### config.mk
export PLATFORM = sky130hd
export DESIGN_NAME = decode_stage
export DESIGN_NICKNAME = d
export VERILOG_FILES = /design/src/rtl/decode_pkg.sv /design/src/rtl/imm_gen.sv /design/src/rtl/decode_stage.sv
export SDC_FILE = /design/constraint.sdc
export NUM_CORES = 1
export LEC_CHECK = 0
export ABC_AREA = 1
export CORE_ASPECT_RATIO = 0.7
export CORE_MARGIN = 3
export CORE_UTILIZATION = 28
export DETAILED_ROUTE_END_ITERATION = 8
export HOLD_SLACK_MARGIN = 0.1
export SLEW_MARGIN = 20
export SYNTH_ARGS = -nofsm -noshare
export SYNTH_HDL_FRONTEND = slang
export SYNTH_HIERARCHICAL = 1
export SYNTH_SLANG_ARGS = --single-unit
### constraint.sdc
create_clock -name clk -period 1.76 [get_ports clk]
set_input_delay 0.352 -clock clk [delete_from_list [all_inputs] [get_ports clk]]
set_output_delay 0.352 -clock clk [all_outputs]
set_load 0.1 [all_outputs]
### src/rtl/decode_pkg.sv
// Shared RV32I decode constants: opcodes, instruction formats and ALU operation codes.
package decode_pkg;

  localparam logic [6:0] OPC_OP     = 7'b0110011;
  localparam logic [6:0] OPC_OP_IMM = 7'b0010011;
  localparam logic [6:0] OPC_LOAD   = 7'b0000011;
  localparam logic [6:0] OPC_STORE  = 7'b0100011;
  localparam logic [6:0] OPC_BRANCH = 7'b1100011;
  localparam logic [6:0] OPC_JAL    = 7'b1101111;
  localparam logic [6:0] OPC_JALR   = 7'b1100111;
  localparam logic [6:0] OPC_LUI    = 7'b0110111;
  localparam logic [6:0] OPC_AUIPC  = 7'b0010111;

  localparam logic [6:0] FUNCT7_BASE = 7'b0000000;
  localparam logic [6:0] FUNCT7_ALT  = 7'b0100000;

  typedef enum logic [2:0] {
    FMT_R,
    FMT_I,
    FMT_S,
    FMT_B,
    FMT_U,
    FMT_J
  } fmt_e;

  // ALU codes are {ins[30], funct3}; only the ones the decoder names are listed.
  localparam logic [3:0] ALU_ADD = 4'b0000;
  localparam logic [3:0] ALU_SUB = 4'b1000;
  localparam logic [3:0] ALU_SRA = 4'b1101;

  localparam logic [2:0] F3_SR = 3'b101;

endpackage

### src/rtl/imm_gen.sv
// Combinational immediate builder: assembles the I/S/B/U/J immediate and sign-extends it to XLEN.
module imm_gen
  import decode_pkg::*;
#(
  parameter int XLEN = 32
) (
  input  logic [31:7]     ins_i,
  input  fmt_e            fmt_i,
  output logic [XLEN-1:0] imm_o
);

  logic [31:0] imm32;

  always_comb begin
    imm32 = '0;
    case (fmt_i)
      FMT_I: imm32 = {{20{ins_i[31]}}, ins_i[31:20]};
      FMT_S: imm32 = {{20{ins_i[31]}}, ins_i[31:25], ins_i[11:7]};
      FMT_B: imm32 = {{19{ins_i[31]}}, ins_i[31], ins_i[7], ins_i[30:25], ins_i[11:8], 1'b0};
      FMT_U: imm32 = {ins_i[31:12], 12'b0};
      FMT_J: imm32 = {{11{ins_i[31]}}, ins_i[31], ins_i[19:12], ins_i[20], ins_i[30:21], 1'b0};
      default: imm32 = '0;
    endcase
  end

  // Fill the whole word with the sign first so XLEN=32 needs no zero-width replication.
  always_comb begin
    imm_o        = {XLEN{imm32[31]}};
    imm_o[31:0]  = imm32;
  end

endmodule

### src/rtl/decode_stage.sv
// Single-entry registered RV32I decode stage with valid/ready handshake, flush and illegal detection.
module decode_stage
  import decode_pkg::*;
#(
  parameter int XLEN    = 32,
  parameter int ALUOP_W = 4
) (
  input  logic               clk,
  input  logic               rst,
  input  logic               in_valid,
  output logic               in_ready,
  input  logic [31:0]        ins,
  input  logic               flush,
  output logic               out_valid,
  input  logic               out_ready,
  output logic [4:0]         oprs1,
  output logic [4:0]         oprs2,
  output logic [4:0]         oprd,
  output logic [ALUOP_W-1:0] aluop,
  output logic [XLEN-1:0]    imm,
  output logic               wrt_en,
  output logic               mem_rd,
  output logic               mem_wr,
  output logic               branch,
  output logic               jump,
  output logic               illegal
);

  logic [6:0] opcode;
  logic [2:0] funct3;
  logic [6:0] funct7;
  fmt_e       fmt;
  logic       known, bad_funct7;
  logic       wrt_raw, mrd_raw, mwr_raw, br_raw, jmp_raw;
  logic [3:0] alu4;

  logic               valid_q;
  logic [4:0]         rs1_q, rs2_q, rd_q;
  logic [4:0]         rs1_d, rs2_d, rd_d;
  logic [ALUOP_W-1:0] aluop_q, aluop_d;
  logic [XLEN-1:0]    imm_q, imm_d;
  logic               wrt_q, mrd_q, mwr_q, br_q, jmp_q, ill_q;
  logic               wrt_d, mrd_d, mwr_d, br_d, jmp_d, ill_d;
  logic               accept;

  assign opcode = ins[6:0];
  assign funct3 = ins[14:12];
  assign funct7 = ins[31:25];

  always_comb begin
    fmt     = FMT_R;
    known   = 1'b1;
    wrt_raw = 1'b0;
    mrd_raw = 1'b0;
    mwr_raw = 1'b0;
    br_raw  = 1'b0;
    jmp_raw = 1'b0;
    alu4    = ALU_ADD;
    case (opcode)
      OPC_OP: begin
        wrt_raw = 1'b1;
        alu4    = {ins[30], funct3};
      end
      OPC_OP_IMM: begin
        fmt     = FMT_I;
        wrt_raw = 1'b1;
        // Bit 30 is immediate data except for shifts, where it selects SRAI.
        alu4    = (funct3 == F3_SR) ? {ins[30], funct3} : {1'b0, funct3};
      end
      OPC_LOAD: begin
        fmt     = FMT_I;
        wrt_raw = 1'b1;
        mrd_raw = 1'b1;
      end
      OPC_STORE: begin
        fmt     = FMT_S;
        mwr_raw = 1'b1;
      end
      OPC_BRANCH: begin
        fmt    = FMT_B;
        br_raw = 1'b1;
        alu4   = {1'b0, funct3};
      end
      OPC_JAL: begin
        fmt     = FMT_J;
        wrt_raw = 1'b1;
        jmp_raw = 1'b1;
      end
      OPC_JALR: begin
        fmt     = FMT_I;
        wrt_raw = 1'b1;
        jmp_raw = 1'b1;
      end
      OPC_LUI, OPC_AUIPC: begin
        fmt     = FMT_U;
        wrt_raw = 1'b1;
      end
      default: known = 1'b0;
    endcase
  end

  assign bad_funct7 = (opcode == OPC_OP) && (funct7 != FUNCT7_BASE) && (funct7 != FUNCT7_ALT);
  assign ill_d      = !known || bad_funct7;

  always_comb begin
    rs1_d = (fmt == FMT_R || fmt == FMT_I || fmt == FMT_S || fmt == FMT_B) ? ins[19:15] : 5'd0;
    rs2_d = (fmt == FMT_R || fmt == FMT_S || fmt == FMT_B) ? ins[24:20] : 5'd0;
    rd_d  = (fmt == FMT_R || fmt == FMT_I || fmt == FMT_U || fmt == FMT_J) ? ins[11:7] : 5'd0;
  end

  assign wrt_d   = wrt_raw && (rd_d != 5'd0) && !ill_d;
  assign mrd_d   = mrd_raw && !ill_d;
  assign mwr_d   = mwr_raw && !ill_d;
  assign br_d    = br_raw && !ill_d;
  assign jmp_d   = jmp_raw && !ill_d;
  assign aluop_d = ALUOP_W'(alu4);

  imm_gen #(.XLEN(XLEN)) u_imm_gen (
    .ins_i (ins[31:7]),
    .fmt_i (fmt),
    .imm_o (imm_d)
  );

  assign in_ready = !valid_q || out_ready;
  assign accept   = in_valid && in_ready;

  always_ff @(posedge clk) begin
    if (rst) begin
      valid_q <= 1'b0;
      rs1_q   <= '0;
      rs2_q   <= '0;
      rd_q    <= '0;
      aluop_q <= '0;
      imm_q   <= '0;
      wrt_q   <= 1'b0;
      mrd_q   <= 1'b0;
      mwr_q   <= 1'b0;
      br_q    <= 1'b0;
      jmp_q   <= 1'b0;
      ill_q   <= 1'b0;
    end else if (flush) begin
      valid_q <= 1'b0;
    end else if (accept) begin
      valid_q <= 1'b1;
      rs1_q   <= rs1_d;
      rs2_q   <= rs2_d;
      rd_q    <= rd_d;
      aluop_q <= aluop_d;
      imm_q   <= imm_d;
      wrt_q   <= wrt_d;
      mrd_q   <= mrd_d;
      mwr_q   <= mwr_d;
      br_q    <= br_d;
      jmp_q   <= jmp_d;
      ill_q   <= ill_d;
    end else if (out_ready) begin
      valid_q <= 1'b0;
    end
  end

  assign out_valid = valid_q;
  assign oprs1     = rs1_q;
  assign oprs2     = rs2_q;
  assign oprd      = rd_q;
  assign aluop     = aluop_q;
  assign imm       = imm_q;
  assign wrt_en    = wrt_q;
  assign mem_rd    = mrd_q;
  assign mem_wr    = mwr_q;
  assign branch    = br_q;
  assign jump      = jmp_q;
  assign illegal   = ill_q;

endmodule

==> impl_results.md, run 1 <==
* Status: finished, final reports clean
* Input/output buffers at 95
* Clk_skew at 0.00429 ns
* Logic gate share of total power at between 20% and 30%
* Post-Syn Instances at 385
* Via density at around 4.8
* Post-place setup slack at -0.634 ns
* Slew margin rel. at between 70 and 80%
* PwrDens at slightly below 900 nW/um2
* Clock share of power at about two fifths
* Wire per inst at 14.7 um
* Sw Ratio at 32.6%
* Core Area at about 9400 um2
* Setup violators final at 0
* Chip width at roughly 130 um
* Antenna Cells at 0
* TritonCTS clock tree: yes
* Crit path launch type: input port
* Die height at 89.9 um
* Max_cap viols at 0
* Fin. Hold Viols at 0
* Total power at about 4.5 mW
* R2R cell count at 6
* Synth unique cells at 28
* Worst Setup Path Type: in2reg
* Max IR drop VDD at 0.000407 V
* Rows at 29
* Nets@finish at between 500 and 600
* DR iter-0 viols at ~220
* Residual DRC at 0
* DP HPWL at 6.95 mm
* Later-pin clock latency in the skew report at between 0.3 and 0.4 ns
* CP Capture Type: flip-flop
* DRT antenna net count at 0
* Sequential-to-total area share from yosys stat at between 40% and 50%
* Initial antenna violation count at 0
* Post-Syn Area at ~2800 um2
* Crit share post-route at around 96%
* Area delta synth->final at 83.1%
* # clock sinks at 58
* First-pass GRT wire length at roughly 15 mm
* Crit path time final at between 1.5 and 2 ns
* Final worst slack at around 0.067 ns
* Largest net degree at the start of global routing at 38
* Crit-path max FO at 5
* Slew Limit Fails at 0
* Worst-margin pin slew at between 0.4 and 0.5 ns
* Vias in the first global route at 3014
* Setup TNS at 0 ns
* Fmax at between 500 and 600 MHz
* Mean cell area of the mapped netlist at ~7.3 um2
* Synthesized flop and latch total at 58
* Switching pwr at ~1.5 mW
* Hold path depth at 4
* CTS H-Tree Depth at 3
* Reg clk slew, reported paths at ~0.05 ns
* WP data required at about 2.0 ns
* Final Core Density at 54.7%
* Final wirelength at approximately 9.4 mm
* Commonest non-fill, non-tap cell in the layout: nor2_1
* CTS Buf Count at 9
* Internal Power at 3.00 mW
* YS warnings at 6
* Grt total ovfl at 0
* Layout cells sized above 1 at 35.0%
* DIE AREA at 11300 um2
* Clk root buf: clkbuf_16
* Post-Syn Nets at 422
* GP Congestion at 0.841
* GRT Resource Usage Total at about 16%
* Hold Path Class: in2reg
* Commonest non-fill, non-tap cells in the layout: nor2_1 (85), buf_12 (66), dfxtp_1 (57)
* Leak at ~2.3 nW
* CP Data Arrival Time at 1.91 ns
* 1st-pass router iterations at 4
* Initial Util at 29.9%
* Via count at about 3000
* Worst hold slack at ~0.49 ns
* Clock Tree Buf Depth at 2
* Cts hold-fix bufs at 0
* Flop pwr share at roughly 33%
* Io pins at 96
path summary, 6_finish.rpt:
kind                     startpoint                    end  slack [ns]
max                          ins[4]   imm[12]$_SDFFE_PP0P_        0.07
min                          ins[6]    branch$_SDFFE_PP0P_        0.49
max reg2reg  out_valid$_SDFFE_PP0P_  oprs2[4]$_SDFFE_PP0P_        0.55
min reg2reg     branch$_SDFFE_PP0P_    branch$_SDFFE_PP0P_        0.51
per-stage QoR:
step | std cells | cell area [um2]
after floorplan | 385 | 2820
after global placement | 614 | 4720
after detailed placement | 614 | 4720
after CTS | 633 | 5080
after global routing | 639 | 5160
final | 639 | 5160
layout make-up:
cell class / count / area (um2)
multi-input cells: 278 / 1460
well taps: 124 / 155
repair buffers: 142 / 2000
flip-flops and latches: 58 / 1160
clock buffers: 15 / 298
fillers: 870 / 4280
clock inverters: 1 / 5.00
inverters: 21 / 80.1
synth_stat cells:
library cell / n / area (um2)
buf_8: 1 / 15.0
buf_4: 7 / 52.6
nand2_4: 1 / 11.3
nor2_1: 88 / 330
o211ai_2: 1 / 12.5
nand3_2: 7 / 70.1
nand3_1: 49 / 245
a21oi_2: 9 / 78.8
a21oi_1: 14 / 70.1
a22oi_1: 3 / 22.5
inv_1: 11 / 41.3
o31ai_1: 1 / 7.51
nor2_4: 4 / 45.0
inv_2: 9 / 33.8
a211oi_1: 1 / 7.51
dfxtp_1: 58 / 1160
nand3b_1: 2 / 15.0
o21ai_1: 11 / 55.1
buf_6: 2 / 22.5
nand2_2: 8 / 50.1
clkinv_1: 1 / 3.75
o21ai_0: 42 / 210
buf_2: 13 / 65.1
a21oi_4: 1 / 16.3
nand2_1: 28 / 105
nand4_1: 5 / 31.3
clkbuf_1: 5 / 18.8
nor2_2: 3 / 18.8
layer usage:
layer	GRT usage, %	share of wire (%)	up-vias
li1	-	-	1522
met1	20.8	46	1444
met2	25.0	45	94
met3	6.75	8.7	4
met4	4.46	0.31	0
met5	0	0	-
critical path, cell delays in order:
cell	delay, ns
dlygate4sd2_1	0.25
inv_2	0.08
nand3_4	0.09
nor2_4	0.12
buf_4	0.14
a21oi_4	0.06
inv_2	0.10
inv_2	0.07
o211ai_4	0.17
clkbuf_16	0.22
nand2_1	0.06
o21ai_1	0.14
nor2_1	0.05
flip-flops by register name, summed over array words and instances (netlist names):
name and flops:
imm 32, oprd 5, oprs1 5, oprs2 5, aluop 4, branch 1, illegal 1, jump 1
mem_rd 1, mem_wr 1, out_valid 1, wrt_en 1
power by group through the flow:
stage / Sequential (mW) / Combinational, mW / Clock (mW)
after floorplan: 1.97 / 0.229 / 0
after global placement: 1.49 / 1.25 / 0
after detailed placement: 1.49 / 1.26 / 0
after CTS: 1.47 / 1.27 / 1.76
after global routing: 1.47 / 1.33 / 1.82
final: 1.47 / 1.27 / 1.71
cell families (layout without fill, tap and decap cells):
kind of cell / after synthesis / in the layout / synth area share (%)
AND/OR/NAND/NOR: 195 / 195 / 32.7
flip-flops: 58 / 58 / 41.2
AO/OA/AOI/OAI: 83 / 83 / 17.1
buffers and inverters: 49 / 179 / 8.97
repair_timing:
item / CTS / global route
buffers inserted: 3 / 3
hold endpoints to repair: 0 / 0
gates resized for setup: 34 / 15
setup endpoints to repair: 32 / 17
gates cloned: 0 / 3
pin swaps: 10 / 14
Power figures use the tool's default switching activity.
==> run 2, diff against run 1 <==
Settings changed: CORE_MARGIN 3 to 10, GPL_TIMING_DRIVEN set to 0.
==> run 2 against run 1 <==
  * Worst hold slack worse by 0.13 ns
  * Register-to-register slack hardly changed
  * Sequential share of layout area up 3.4 points
  * Via count down 2.8%
  * Sequential power shrank 3%
==> impl_results.md, run 2 (synthesis gave the netlist of run 1 again) <==
* Status: finished, final reports clean
* Internal Power at 3.11 mW (+3.4%)
* DRT antenna net count at 0 (unchanged)
* PwrDens at 1010 nW/um2 (+17%)
* Via density at 4.69 (-2.2%)
* Setup crit end: in_ready
* Vias in the first global route at 3107 (+3.1%)
* Crit path time final at 1.70 ns (+0.00787 ns)
* Die height at 104 um (+16%)
* Hold Path Class: in2reg
* Reg clk slew, reported paths at 0.05 ns (about the same)
* CP Data Arrival Time at 1.35 ns (-0.56 ns)
* Input/output buffers at 94 (-1.1%)
* Io pins at 96 (unchanged)
* Leak at 1.89 nW (-16%)
* Fin area at 4490 um2 (-13%)
* Setup violators final at 0 (unchanged)
* 1st-pass router iterations at 5 (+1)
* Crit-path max FO at 3 (-2)
* DR iter-0 viols at 166 (-25%)
* Logic gate share of total power at 23.5% (-5.1 points)
* Grt total ovfl at 0 (unchanged)
* Core Area at 9760 um2 (+3.4%)
* Rows at 30 (+3.4%)
* First-pass GRT wire length at 16.2 mm (+9.8%)
* Slew Limit Fails at 0 (unchanged)
* Worst r2r dst: imm[20]$_SDFFE_PP0P_
* Sw Ratio at 31.5% (-1.1 points)
* Clock Tree Buf Depth at 2 (unchanged)
* DIE AREA at 14500 um2 (+28%)
* # clock sinks at 58 (unchanged)
* GP Congestion at 0.871 (+3.5%)
* Residual DRC at 0 (unchanged)
* Total power at 4.54 mW (+1.8%)
* Later-pin clock latency in the skew report at 0.33 ns (about the same)
* Max_cap viols at 0 (unchanged)
* Initial Util at 28.9% (-1.0 points)
* Fin. Hold Viols at 0 (unchanged)
* Worst hold slack at 0.356 ns (-0.134 ns)
* Final Core Density at 46.0% (-8.7 points)
* CTS Buf Count at 9 (unchanged)
* CP Capture Type: output port
* FF-to-FF Start: out_valid$_SDFFE_PP0P_
* Clk_skew at 0.00512 ns (+0.000834 ns)
* Via count at 2977 (-2.8%)
* Nets@finish at 539 (-1.5%)
* DP HPWL at 7.68 mm (+11%)
* Switching pwr at 1.43 mW (-1.6%)
* R2R cell count at 6 (unchanged)
* Max IR drop VDD at 0.000364 V (-11%)
* Clock share of power at 45.1% (+6.6 points)
* Flop pwr share at 31.4% (-1.5 points)
* TritonCTS clock tree: yes
* Antenna Cells at 0 (unchanged)
* Commonest non-fill, non-tap cell in the layout: nor2_1
* Worst Setup SP: out_ready
* Final wirelength at 10.1 mm (+7.1%)
* Layout cells sized above 1 at 32.7% (-2.2 points)
* Fmax at 588 MHz (-0.46%)
* R2R setup slack at 0.55 ns (about the same)
* Area delta synth->final at 59.3%
* Initial antenna violation count at 0 (unchanged)
* Max reg flops at 32 (unchanged)
* WP data required at 1.41 ns (-0.57 ns)
* Slew margin rel. at 61.1% (-10 points)
* DP Area at 3920 um2 (-17%)
* Crit share post-route at 96.6% (+0.45 points)
* Clk root buf: clkbuf_16
* Worst-margin pin slew at 0.586 ns (+0.155 ns)
* Crit path launch type: input port
* GRT Resource Usage Total at 13.8% (-2.3 points)
* Worst Setup Path Type: in2out
* Largest net degree at the start of global routing at 11 (-71%)
* Commonest non-fill, non-tap cells in the layout: nor2_1 (86), clkdlybuf4s15_2 (58), dfxtp_1 (57)
* Wire per inst at 15.8 um (+7.8%)
* Chip width at 140 um (+11%)
* CTS H-Tree Depth at 3 (unchanged)
## run 2: cell types whose count changed in the layout (fill, tap and decap cells not counted), moves of 3 or more
| cell | delta |
|---|---|
| clkbuf_8 | -3 |
| buf_12 | -66 |
| clkbuf_1 | +4 |
| clkdlybuf4s15_2 | +58 |
| buf_4 | -16 |
| buf_2 | +11 |
| bufinv_16 | +3 |
## run 2: critical path, cell delays in order
cell	delay (ns)
clkdlybuf4s50_1	0.47
inv_2	0.04
nand2_4	0.05
buf_2	0.42
## run 2: timing repair
action / CTS / global route
hold buffers: 0 / 0
gates cloned: 1 / 0
resized for setup: 213 / 16
setup buffers: 10 / 1
endpoints found under the setup margin: 91 / 32
pin swaps: 8 / 6
## run 2: worst min-delay path by stage
| stage | startpoint | end | slack [ns] | depth (start not counted) |
|---|---|---|---|---|
| global route | ins[6] | branch$_SDFFE_PP0P_ | 0.38 | 3 |
| CTS | rst | aluop[0]$_SDFFE_PP0P_ | 0.35 | 2 |
| detailed placement | jump$_SDFFE_PP0P_ | jump$_SDFFE_PP0P_ | 0.46 | 2 |
| global placement | jump$_SDFFE_PP0P_ | jump$_SDFFE_PP0P_ | 0.46 | 2 |
| finish | rst | aluop[2]$_SDFFE_PP0P_ | 0.36 | 2 |
| floorplan | flush | out_valid$_SDFFE_PP0P_ | 0.42 | 1 |
## run 2: through the flow
step | setup TNS [ns] | worst slack, ns | cells
after floorplan | 0 | 0.00858 | 385
after global placement | -28.56 | -0.858 | 607
after detailed placement | -28.89 | -0.868 | 607
after CTS | 0 | 0.000221 | 634
after global routing | -0.0299 | -0.0131 | 635
final | 0 | 0.0592 | 635
## run 2: layer usage
layer / GRT usage (%) / share of wire (%)
met2: 19.6 / 43
met5: 0 / 0
met4: 4.12 / 0.42
met1: 17.2 / 46
met3: 7.98 / 11
## run 2: area by class of cell
type / count / area [um2]
fillers: 1010 / 5270
multi-input cells: 278 / 1460
flip-flops and latches: 58 / 1160
repair buffers: 106 / 1070
clock buffers: 11 / 253
plain buffers: 28 / 196
well taps: 128 / 160
clock inverters: 5 / 100
inverters: 21 / 85.1
## run 2: power groups by stage
stage / clock network, mW / logic (mW) / registers (mW)
floorplan: 0 / 0.229 / 1.97
global placement: 0 / 1.07 / 1.45
detailed placement: 0 / 1.07 / 1.45
CTS: 2.09 / 1.07 / 1.43
global route: 2.16 / 1.13 / 1.44
finish: 2.04 / 1.06 / 1.43
